==> src/rtl/lv2_miss_fill_ctrl_if.sv <==
// Bus bundle between the L2 pipeline / memory side and the miss-fill controller.
// The controller attaches through the slave modport; the requester/memory model uses master.
`ifndef ASSOC_LV2
`define ASSOC_LV2 8
`endif
`ifndef ASSOC_WID_LV2
`define ASSOC_WID_LV2 3
`endif

interface lv2_miss_fill_ctrl_if #(
  parameter int ADDR_WID  = 32,
  parameter int ASSOC_WID = `ASSOC_WID_LV2
);
  // Handshakes: miss_req is a level request held until the one-cycle miss_ack;
  // wb_req/mem_rd_req stay high every cycle of their phase and complete on the
  // first cycle the matching *_done is seen high (done is a one-shot "ready").
  logic                 miss_req;
  logic [ADDR_WID-1:0]  miss_addr;
  logic [ASSOC_WID-1:0] victim_way;
  logic                 victim_valid;
  logic                 victim_dirty;
  logic [ADDR_WID-1:0]  victim_addr;
  logic                 miss_ack;
  logic                 wb_req;
  logic [ADDR_WID-1:0]  wb_addr;
  logic [ASSOC_WID-1:0] wb_way;
  logic                 wb_done;
  logic                 mem_rd_req;
  logic [ADDR_WID-1:0]  mem_rd_addr;
  logic                 mem_rd_done;
  logic                 fill_en;
  logic [ASSOC_WID-1:0] fill_way;
  logic [ADDR_WID-1:0]  fill_addr;
  logic                 lru_update;
  logic                 busy;
  logic                 timeout_err;

  modport master (
    output miss_req, miss_addr, victim_way, victim_valid, victim_dirty, victim_addr,
    output wb_done, mem_rd_done,
    input  miss_ack, wb_req, wb_addr, wb_way, mem_rd_req, mem_rd_addr,
    input  fill_en, fill_way, fill_addr, lru_update, busy, timeout_err
  );

  modport slave (
    input  miss_req, miss_addr, victim_way, victim_valid, victim_dirty, victim_addr,
    input  wb_done, mem_rd_done,
    output miss_ack, wb_req, wb_addr, wb_way, mem_rd_req, mem_rd_addr,
    output fill_en, fill_way, fill_addr, lru_update, busy, timeout_err
  );
endinterface

==> src/rtl/lv2_miss_fill_ctrl.sv <==
// L2 miss service sequencer: capture a miss, write back a dirty victim, read the
// missing block, then issue a one-cycle fill and LRU update. All outputs are flops.
`ifndef ASSOC_LV2
`define ASSOC_LV2 8
`endif
`ifndef ASSOC_WID_LV2
`define ASSOC_WID_LV2 3
`endif

module lv2_miss_fill_ctrl #(
  parameter int ASSOC     = `ASSOC_LV2,
  parameter int ASSOC_WID = `ASSOC_WID_LV2,
  parameter int ADDR_WID  = 32,
  parameter int TIMEOUT   = 255
) (
  input  logic                 clk,
  input  logic                 rst,
  lv2_miss_fill_ctrl_if.slave  bus,
  output logic [1:0]           fsm_state
);

  if ((ASSOC < 1) || (ASSOC > (1 << ASSOC_WID)) || (TIMEOUT < 1) || (TIMEOUT > 255))
  begin : g_param_chk
    $error("lv2_miss_fill_ctrl: ASSOC/ASSOC_WID/TIMEOUT out of range");
  end

  typedef enum logic [1:0] {
    S_IDLE = 2'd0,
    S_WB   = 2'd1,
    S_RD   = 2'd2,
    S_FILL = 2'd3
  } state_t;

  // The counter holds the number of already-completed cycles in the current
  // WB/RD visit, so the last permitted cycle is the one where it equals TIMEOUT-1.
  localparam logic [7:0] CNT_LAST = 8'(TIMEOUT - 1);

  state_t               state, state_nxt;
  logic [7:0]           cnt, cnt_nxt;
  logic [ADDR_WID-1:0]  cap_addr, cap_vaddr;
  logic [ASSOC_WID-1:0] cap_way;
  logic                 capture, expire;

  logic [ADDR_WID-1:0]  sel_addr, sel_vaddr;
  logic [ASSOC_WID-1:0] sel_way;
  logic                 ack_d, wb_req_d, rd_req_d, fill_d, busy_d, err_d;
  logic [ADDR_WID-1:0]  wb_addr_d, rd_addr_d, fill_addr_d;
  logic [ASSOC_WID-1:0] wb_way_d, fill_way_d;

  assign fsm_state = state;

  // State register, captured transaction and registered outputs.
  always_ff @(posedge clk) begin
    if (rst) begin
      state           <= S_IDLE;
      cnt             <= 8'd0;
      cap_addr        <= '0;
      cap_vaddr       <= '0;
      cap_way         <= '0;
      bus.miss_ack    <= 1'b0;
      bus.wb_req      <= 1'b0;
      bus.wb_addr     <= '0;
      bus.wb_way      <= '0;
      bus.mem_rd_req  <= 1'b0;
      bus.mem_rd_addr <= '0;
      bus.fill_en     <= 1'b0;
      bus.fill_way    <= '0;
      bus.fill_addr   <= '0;
      bus.lru_update  <= 1'b0;
      bus.busy        <= 1'b0;
      bus.timeout_err <= 1'b0;
    end else begin
      state <= state_nxt;
      cnt   <= cnt_nxt;
      if (capture) begin
        cap_addr  <= bus.miss_addr;
        cap_vaddr <= bus.victim_addr;
        cap_way   <= bus.victim_way;
      end
      bus.miss_ack    <= ack_d;
      bus.wb_req      <= wb_req_d;
      bus.wb_addr     <= wb_addr_d;
      bus.wb_way      <= wb_way_d;
      bus.mem_rd_req  <= rd_req_d;
      bus.mem_rd_addr <= rd_addr_d;
      bus.fill_en     <= fill_d;
      bus.fill_way    <= fill_way_d;
      bus.fill_addr   <= fill_addr_d;
      bus.lru_update  <= fill_d;
      bus.busy        <= busy_d;
      bus.timeout_err <= err_d;
    end
  end

  // Next-state logic; a done pulse wins over expiry in the same cycle.
  always_comb begin
    state_nxt = state;
    capture   = 1'b0;
    expire    = 1'b0;
    case (state)
      S_IDLE: begin
        if (bus.miss_req) begin
          capture   = 1'b1;
          state_nxt = (bus.victim_valid && bus.victim_dirty) ? S_WB : S_RD;
        end
      end
      S_WB: begin
        if (bus.wb_done) begin
          state_nxt = S_RD;
        end else if (cnt == CNT_LAST) begin
          expire    = 1'b1;
          state_nxt = S_IDLE;
        end
      end
      S_RD: begin
        if (bus.mem_rd_done) begin
          state_nxt = S_FILL;
        end else if (cnt == CNT_LAST) begin
          expire    = 1'b1;
          state_nxt = S_IDLE;
        end
      end
      S_FILL:  state_nxt = S_IDLE;
      default: state_nxt = S_IDLE;
    endcase

    cnt_nxt = 8'd0;
    if ((state_nxt == state) && ((state == S_WB) || (state == S_RD))) begin
      cnt_nxt = cnt + 8'd1;
    end
  end

  // Output logic: values the output flops take for the cycle being entered.
  // On the capture edge the transaction fields come straight from the inputs.
  always_comb begin
    sel_addr    = capture ? bus.miss_addr   : cap_addr;
    sel_vaddr   = capture ? bus.victim_addr : cap_vaddr;
    sel_way     = capture ? bus.victim_way  : cap_way;
    ack_d       = capture;
    wb_req_d    = (state_nxt == S_WB);
    rd_req_d    = (state_nxt == S_RD);
    fill_d      = (state_nxt == S_FILL);
    busy_d      = (state_nxt != S_IDLE);
    err_d       = bus.timeout_err | expire;
    wb_addr_d   = wb_req_d ? sel_vaddr : '0;
    wb_way_d    = wb_req_d ? sel_way   : '0;
    rd_addr_d   = rd_req_d ? sel_addr  : '0;
    fill_addr_d = fill_d   ? sel_addr  : '0;
    fill_way_d  = fill_d   ? sel_way   : '0;
  end

endmodule

==> src/flat_wrapper.sv <==
// flat-port wrapper written by rule: the top's interface ports become plain ports
module lv2_miss_fill_ctrl_flat 
#(
  parameter int ASSOC     = `ASSOC_LV2,
  parameter int ASSOC_WID = `ASSOC_WID_LV2,
  parameter int ADDR_WID  = 32,
  parameter int TIMEOUT   = 255
)
  (clk, rst, fsm_state, bus_miss_req, bus_miss_addr, bus_victim_way, bus_victim_valid, bus_victim_dirty, bus_victim_addr, bus_wb_done, bus_mem_rd_done, bus_miss_ack, bus_wb_req, bus_wb_addr, bus_wb_way, bus_mem_rd_req, bus_mem_rd_addr, bus_fill_en, bus_fill_way, bus_fill_addr, bus_lru_update, bus_busy, bus_timeout_err);
  lv2_miss_fill_ctrl_if #(.ADDR_WID(ADDR_WID), .ASSOC_WID(ASSOC_WID)) bus_i ();
  input  logic clk;
  input  logic rst;
  output logic [1:0] fsm_state;
  input wire logic [$bits(bus_i.miss_req)-1:0] bus_miss_req;
  input wire logic [$bits(bus_i.miss_addr)-1:0] bus_miss_addr;
  input wire logic [$bits(bus_i.victim_way)-1:0] bus_victim_way;
  input wire logic [$bits(bus_i.victim_valid)-1:0] bus_victim_valid;
  input wire logic [$bits(bus_i.victim_dirty)-1:0] bus_victim_dirty;
  input wire logic [$bits(bus_i.victim_addr)-1:0] bus_victim_addr;
  input wire logic [$bits(bus_i.wb_done)-1:0] bus_wb_done;
  input wire logic [$bits(bus_i.mem_rd_done)-1:0] bus_mem_rd_done;
  output wire logic [$bits(bus_i.miss_ack)-1:0] bus_miss_ack;
  output wire logic [$bits(bus_i.wb_req)-1:0] bus_wb_req;
  output wire logic [$bits(bus_i.wb_addr)-1:0] bus_wb_addr;
  output wire logic [$bits(bus_i.wb_way)-1:0] bus_wb_way;
  output wire logic [$bits(bus_i.mem_rd_req)-1:0] bus_mem_rd_req;
  output wire logic [$bits(bus_i.mem_rd_addr)-1:0] bus_mem_rd_addr;
  output wire logic [$bits(bus_i.fill_en)-1:0] bus_fill_en;
  output wire logic [$bits(bus_i.fill_way)-1:0] bus_fill_way;
  output wire logic [$bits(bus_i.fill_addr)-1:0] bus_fill_addr;
  output wire logic [$bits(bus_i.lru_update)-1:0] bus_lru_update;
  output wire logic [$bits(bus_i.busy)-1:0] bus_busy;
  output wire logic [$bits(bus_i.timeout_err)-1:0] bus_timeout_err;
  assign bus_i.miss_req = bus_miss_req;
  assign bus_i.miss_addr = bus_miss_addr;
  assign bus_i.victim_way = bus_victim_way;
  assign bus_i.victim_valid = bus_victim_valid;
  assign bus_i.victim_dirty = bus_victim_dirty;
  assign bus_i.victim_addr = bus_victim_addr;
  assign bus_i.wb_done = bus_wb_done;
  assign bus_i.mem_rd_done = bus_mem_rd_done;
  assign bus_miss_ack = bus_i.miss_ack;
  assign bus_wb_req = bus_i.wb_req;
  assign bus_wb_addr = bus_i.wb_addr;
  assign bus_wb_way = bus_i.wb_way;
  assign bus_mem_rd_req = bus_i.mem_rd_req;
  assign bus_mem_rd_addr = bus_i.mem_rd_addr;
  assign bus_fill_en = bus_i.fill_en;
  assign bus_fill_way = bus_i.fill_way;
  assign bus_fill_addr = bus_i.fill_addr;
  assign bus_lru_update = bus_i.lru_update;
  assign bus_busy = bus_i.busy;
  assign bus_timeout_err = bus_i.timeout_err;
  lv2_miss_fill_ctrl #(.ASSOC(ASSOC), .ASSOC_WID(ASSOC_WID), .ADDR_WID(ADDR_WID), .TIMEOUT(TIMEOUT)) u_core (.clk(clk), .rst(rst), .bus(bus_i), .fsm_state(fsm_state));
endmodule
==> config.mk <==
export PLATFORM = sky130hd
export DESIGN_NAME = lv2_miss_fill_ctrl_flat
export DESIGN_NICKNAME = d
export VERILOG_FILES = /design/src/rtl/lv2_miss_fill_ctrl_if.sv /design/src/rtl/lv2_miss_fill_ctrl.sv /design/src/flat_wrapper.sv
export SDC_FILE = /design/constraint.sdc
export NUM_CORES = 1
export LEC_CHECK = 0
export ABC_AREA = 1
export CAP_MARGIN = 30
export CORE_MARGIN = 2
export CORE_UTILIZATION = 40
export CTS_CLUSTER_DIAMETER = 40
export DETAILED_ROUTE_END_ITERATION = 8
export PLACE_DENSITY = 0.77
export REMOVE_ABC_BUFFERS = 1
export SKIP_LAST_GASP = 1
export SLEW_MARGIN = 20
export SYNTH_ARGS = -nofsm -noshare
export SYNTH_HDL_FRONTEND = slang
export SYNTH_SLANG_ARGS = --single-unit
==> constraint.sdc <==
create_clock -name clk -period 1.7 [get_ports clk]
set_input_delay 0.255 -clock clk [delete_from_list [all_inputs] [get_ports clk]]
set_output_delay 0.255 -clock clk [all_outputs]
set_load 0.01 [all_outputs]
==> results.md <==
* Die Area at about 0.016 mm²
* Cell Count, Final, Fillers Out at 956
* Crit Path Max Fanout at 22
* Die Span X at roughly 130 µm
* Initial antenna violation count at 0
* TritonCTS Sinks at ~190
* Standard-cell row count at between 40 and 50
* Post-layout util at 62.9%
* Yosys cell types at 27
* Final-report setup violation count at 0
* Reg clk slew, reported paths at around 0.060 ns
* Yosys reg bits at 185
* Dpl cells at 914
* Largest net degree at the start of global routing at 32
* Vias per cell at approximately 4.6
* N_diodes at 0
* Drt first pass iters at 4
* WL/cell at between 15 and 20 µm
* Gr usage total at ~18%
* Least-Margin Pin Slew at between 0.3 and 0.4 ns
* Violation count after the first detailed-route iteration at 234
* CP cell instances: inv_4 -> ha_4 -> inv_1 -> o21ai_1 -> inv_1 -> nand3_4 -> nand2_4 -> inv_4 -> nand2_2 -> buf_12 -> nor3_1
* Layout cells sized above 1 at a little under a quarter
* Share of the yosys chip area belonging to registers at 62.4%
* Post-DP HPWL at roughly 10000 µm
* Setup ws final at 0.0158 ns
* Min cycle time layout at between 1.5 and 2 ns
* Most frequent cells in the layout: clkdlybuf4s50_1 (182), dfxtp_1 (182), nor2_1 (102)
* Core Area at 0.0145 mm²
* CTS tree: yes
* Required @ worst endpoint at roughly 2 ns
* Max-Cap Viols at 0
* Cell count after synthesis at around 540
* Placer congestion estimate at a little under 0.8
* H-tree levels at 4
* Later-pin clock latency in the skew report at roughly 0.42 ns
* Number of port buffers at between 150 and 200
* Clk buf depth at 2
* Hold Vio Cnt, Final at 0
* TritonCTS Buffers at 17
* Min-Delay Path Class: primary input to register
* # IOs at 185
* Crit path launch type: register
* P&R area growth vs syn at 54.0%
* R2R setup slack at around 0.016 ns
* Vias at 4400
* Ys Warns at 0
* Mapped cell area at about 0.0059 mm²
* Global route total overflow at 0
* Clock Skew at slightly below 0.007 ns
* Critical Path End Type: register
* First-pass GRT wire length at around 22000 µm
* Tot Pwr at ~10 mW
* Slew headroom at 75.6%
* Worst VDD drop at around 0.0012 V
* CP max stage delay at between 0.3 and 0.4 ns
* DP Worst Slack at -0.142 ns
* Final Max Slew Viols at 0
* Die Ht at approximately 130 µm
* Final Cycle Share at between 90 and 100%
* Initial Util at between 40% and 50%
* LEAKAGE at about 3.7 nW
* Status: completed
* Worst hold margin at about 0.36 ns
* # nets final at about 840
* FMAX at between 500 and 600 MHz
* Vias in the first global route at ~4500
* PwrDens at around 1100 mW/mm²
* Hold-fix buffers at CTS at 0
* RSZ-0062 raised after global routing: yes
* Antenna-violating nets left at 0
* Critical Path AT at between 2 and 2.5 ns
* CP max-delay cell: dfxtp_4
* Mean Syn Cell Area at between 10 and 15 µm²
* Drt drc at 0
* WL final at around 15000 µm
* Root buf cell: clkbuf_16
* Crit Path Category: register to register
==> routing by layer <==
metal  global-route usage (%)  wire length, µm
met1                     20.7             6040
met4                     8.08              307
met2                     29.9             7100
met3                     6.37             1150
met5                        0                0
==> registers in the layout, indices dropped and copies added (netlist names), 2 cells and up <==
register,flops
u_core.cap_vaddr,32
u_core.bus.wb_way,3
u_core.bus.wb_addr,32
u_core.cap_addr,32
u_core.bus.mem_rd_addr,32
u_core.fsm_state,2
u_core.bus.fill_addr,32
u_core.bus.fill_way,3
u_core.cap_way,3
u_core.cnt,8
==> cells in the mapped netlist (all sizes together) <==
master,count,area share (%)
a41oi,1,0.15
o21ai,4,0.34
xnor2,4,0.59
nor3,32,2.7
clkbuf,8,0.51
nand2,23,2.2
ha,6,1.3
dfxtp,185,62
xor2,2,0.30
mux2i,67,11
nor2,155,13
nand3,8,0.88
buf,20,3.1
a21oi,3,0.25
inv,18,1.3
==> final cells by class <==
cell class	instances	area, µm²
tap	184	230
fill	1107	5390
clock buffer	22	464
inverter	18	90.1
clock inverter	10	116
timing repair buffer	232	2390
sequential	185	3710
multi-input combinational	305	2140
==> worst max-delay path, delay by kind of cell (launching register included) <==
kind	cells	cell delay, ns
buffers and inverters	5	0.50
AND/OR/NAND/NOR	4	0.44
flip-flops	1	0.37
AO/OA/AOI/OAI	1	0.14
adder cells (fa/ha/maj)	1	0.13
==> per-stage QoR <==
| step | cell area, µm² | setup TNS (ns) |
|---|---|---|
| detailed placement | 8200 | -13.30 |
| CTS | 8790 | 0 |
| finish | 9150 | 0 |
| floorplan | 5730 | -287.52 |
| global route | 9150 | -3.90 |
| global placement | 8200 | -7.65 |
==> path summary, 6_finish.rpt <==
check                              start                    endpoint  cells past startpoint
hold / removal                       rst         u_core.cap_addr[26]                      3
hold reg to reg   u_core.bus.timeout_err      u_core.bus.timeout_err                      2
setup / recovery     u_core.fsm_state[1]  u_core.bus.mem_rd_addr[18]                     11
setup reg to reg     u_core.fsm_state[1]  u_core.bus.mem_rd_addr[18]                     11
==> report_power, final <==
part	internal, mW	switching (mW)	leakage [nW]	total [mW]
clock	2.25	1.61	0.281	3.85
sequential	4.58	0.0827	1.51	4.67
combinational	0.815	0.839	1.96	1.65
==> cells by family after synthesis <==
family                     count (synthesis)  synth area share (%)
muxes                                     67                  11.3
DFF                                      185                  62.4
buffers and inverters                     46                  4.91
AOI/OAI and AO/OA                          8                 0.737
adders and majority gates                  6                  1.26
xor gates and xnor gates                   6                 0.885
and+or+nand+nor                          218                  18.5
==> repair_timing <==
action | in CTS | in global routing
pin swaps | 0 | 4
endpoints found under the hold margin | 0 | 0
setup buffers | 0 | 6
setup endpoints to repair | 101 | 110
cloned | 0 | 4
gates resized for setup | 8 | 61
No activity file was read; power rests on OpenSTA's default activity.
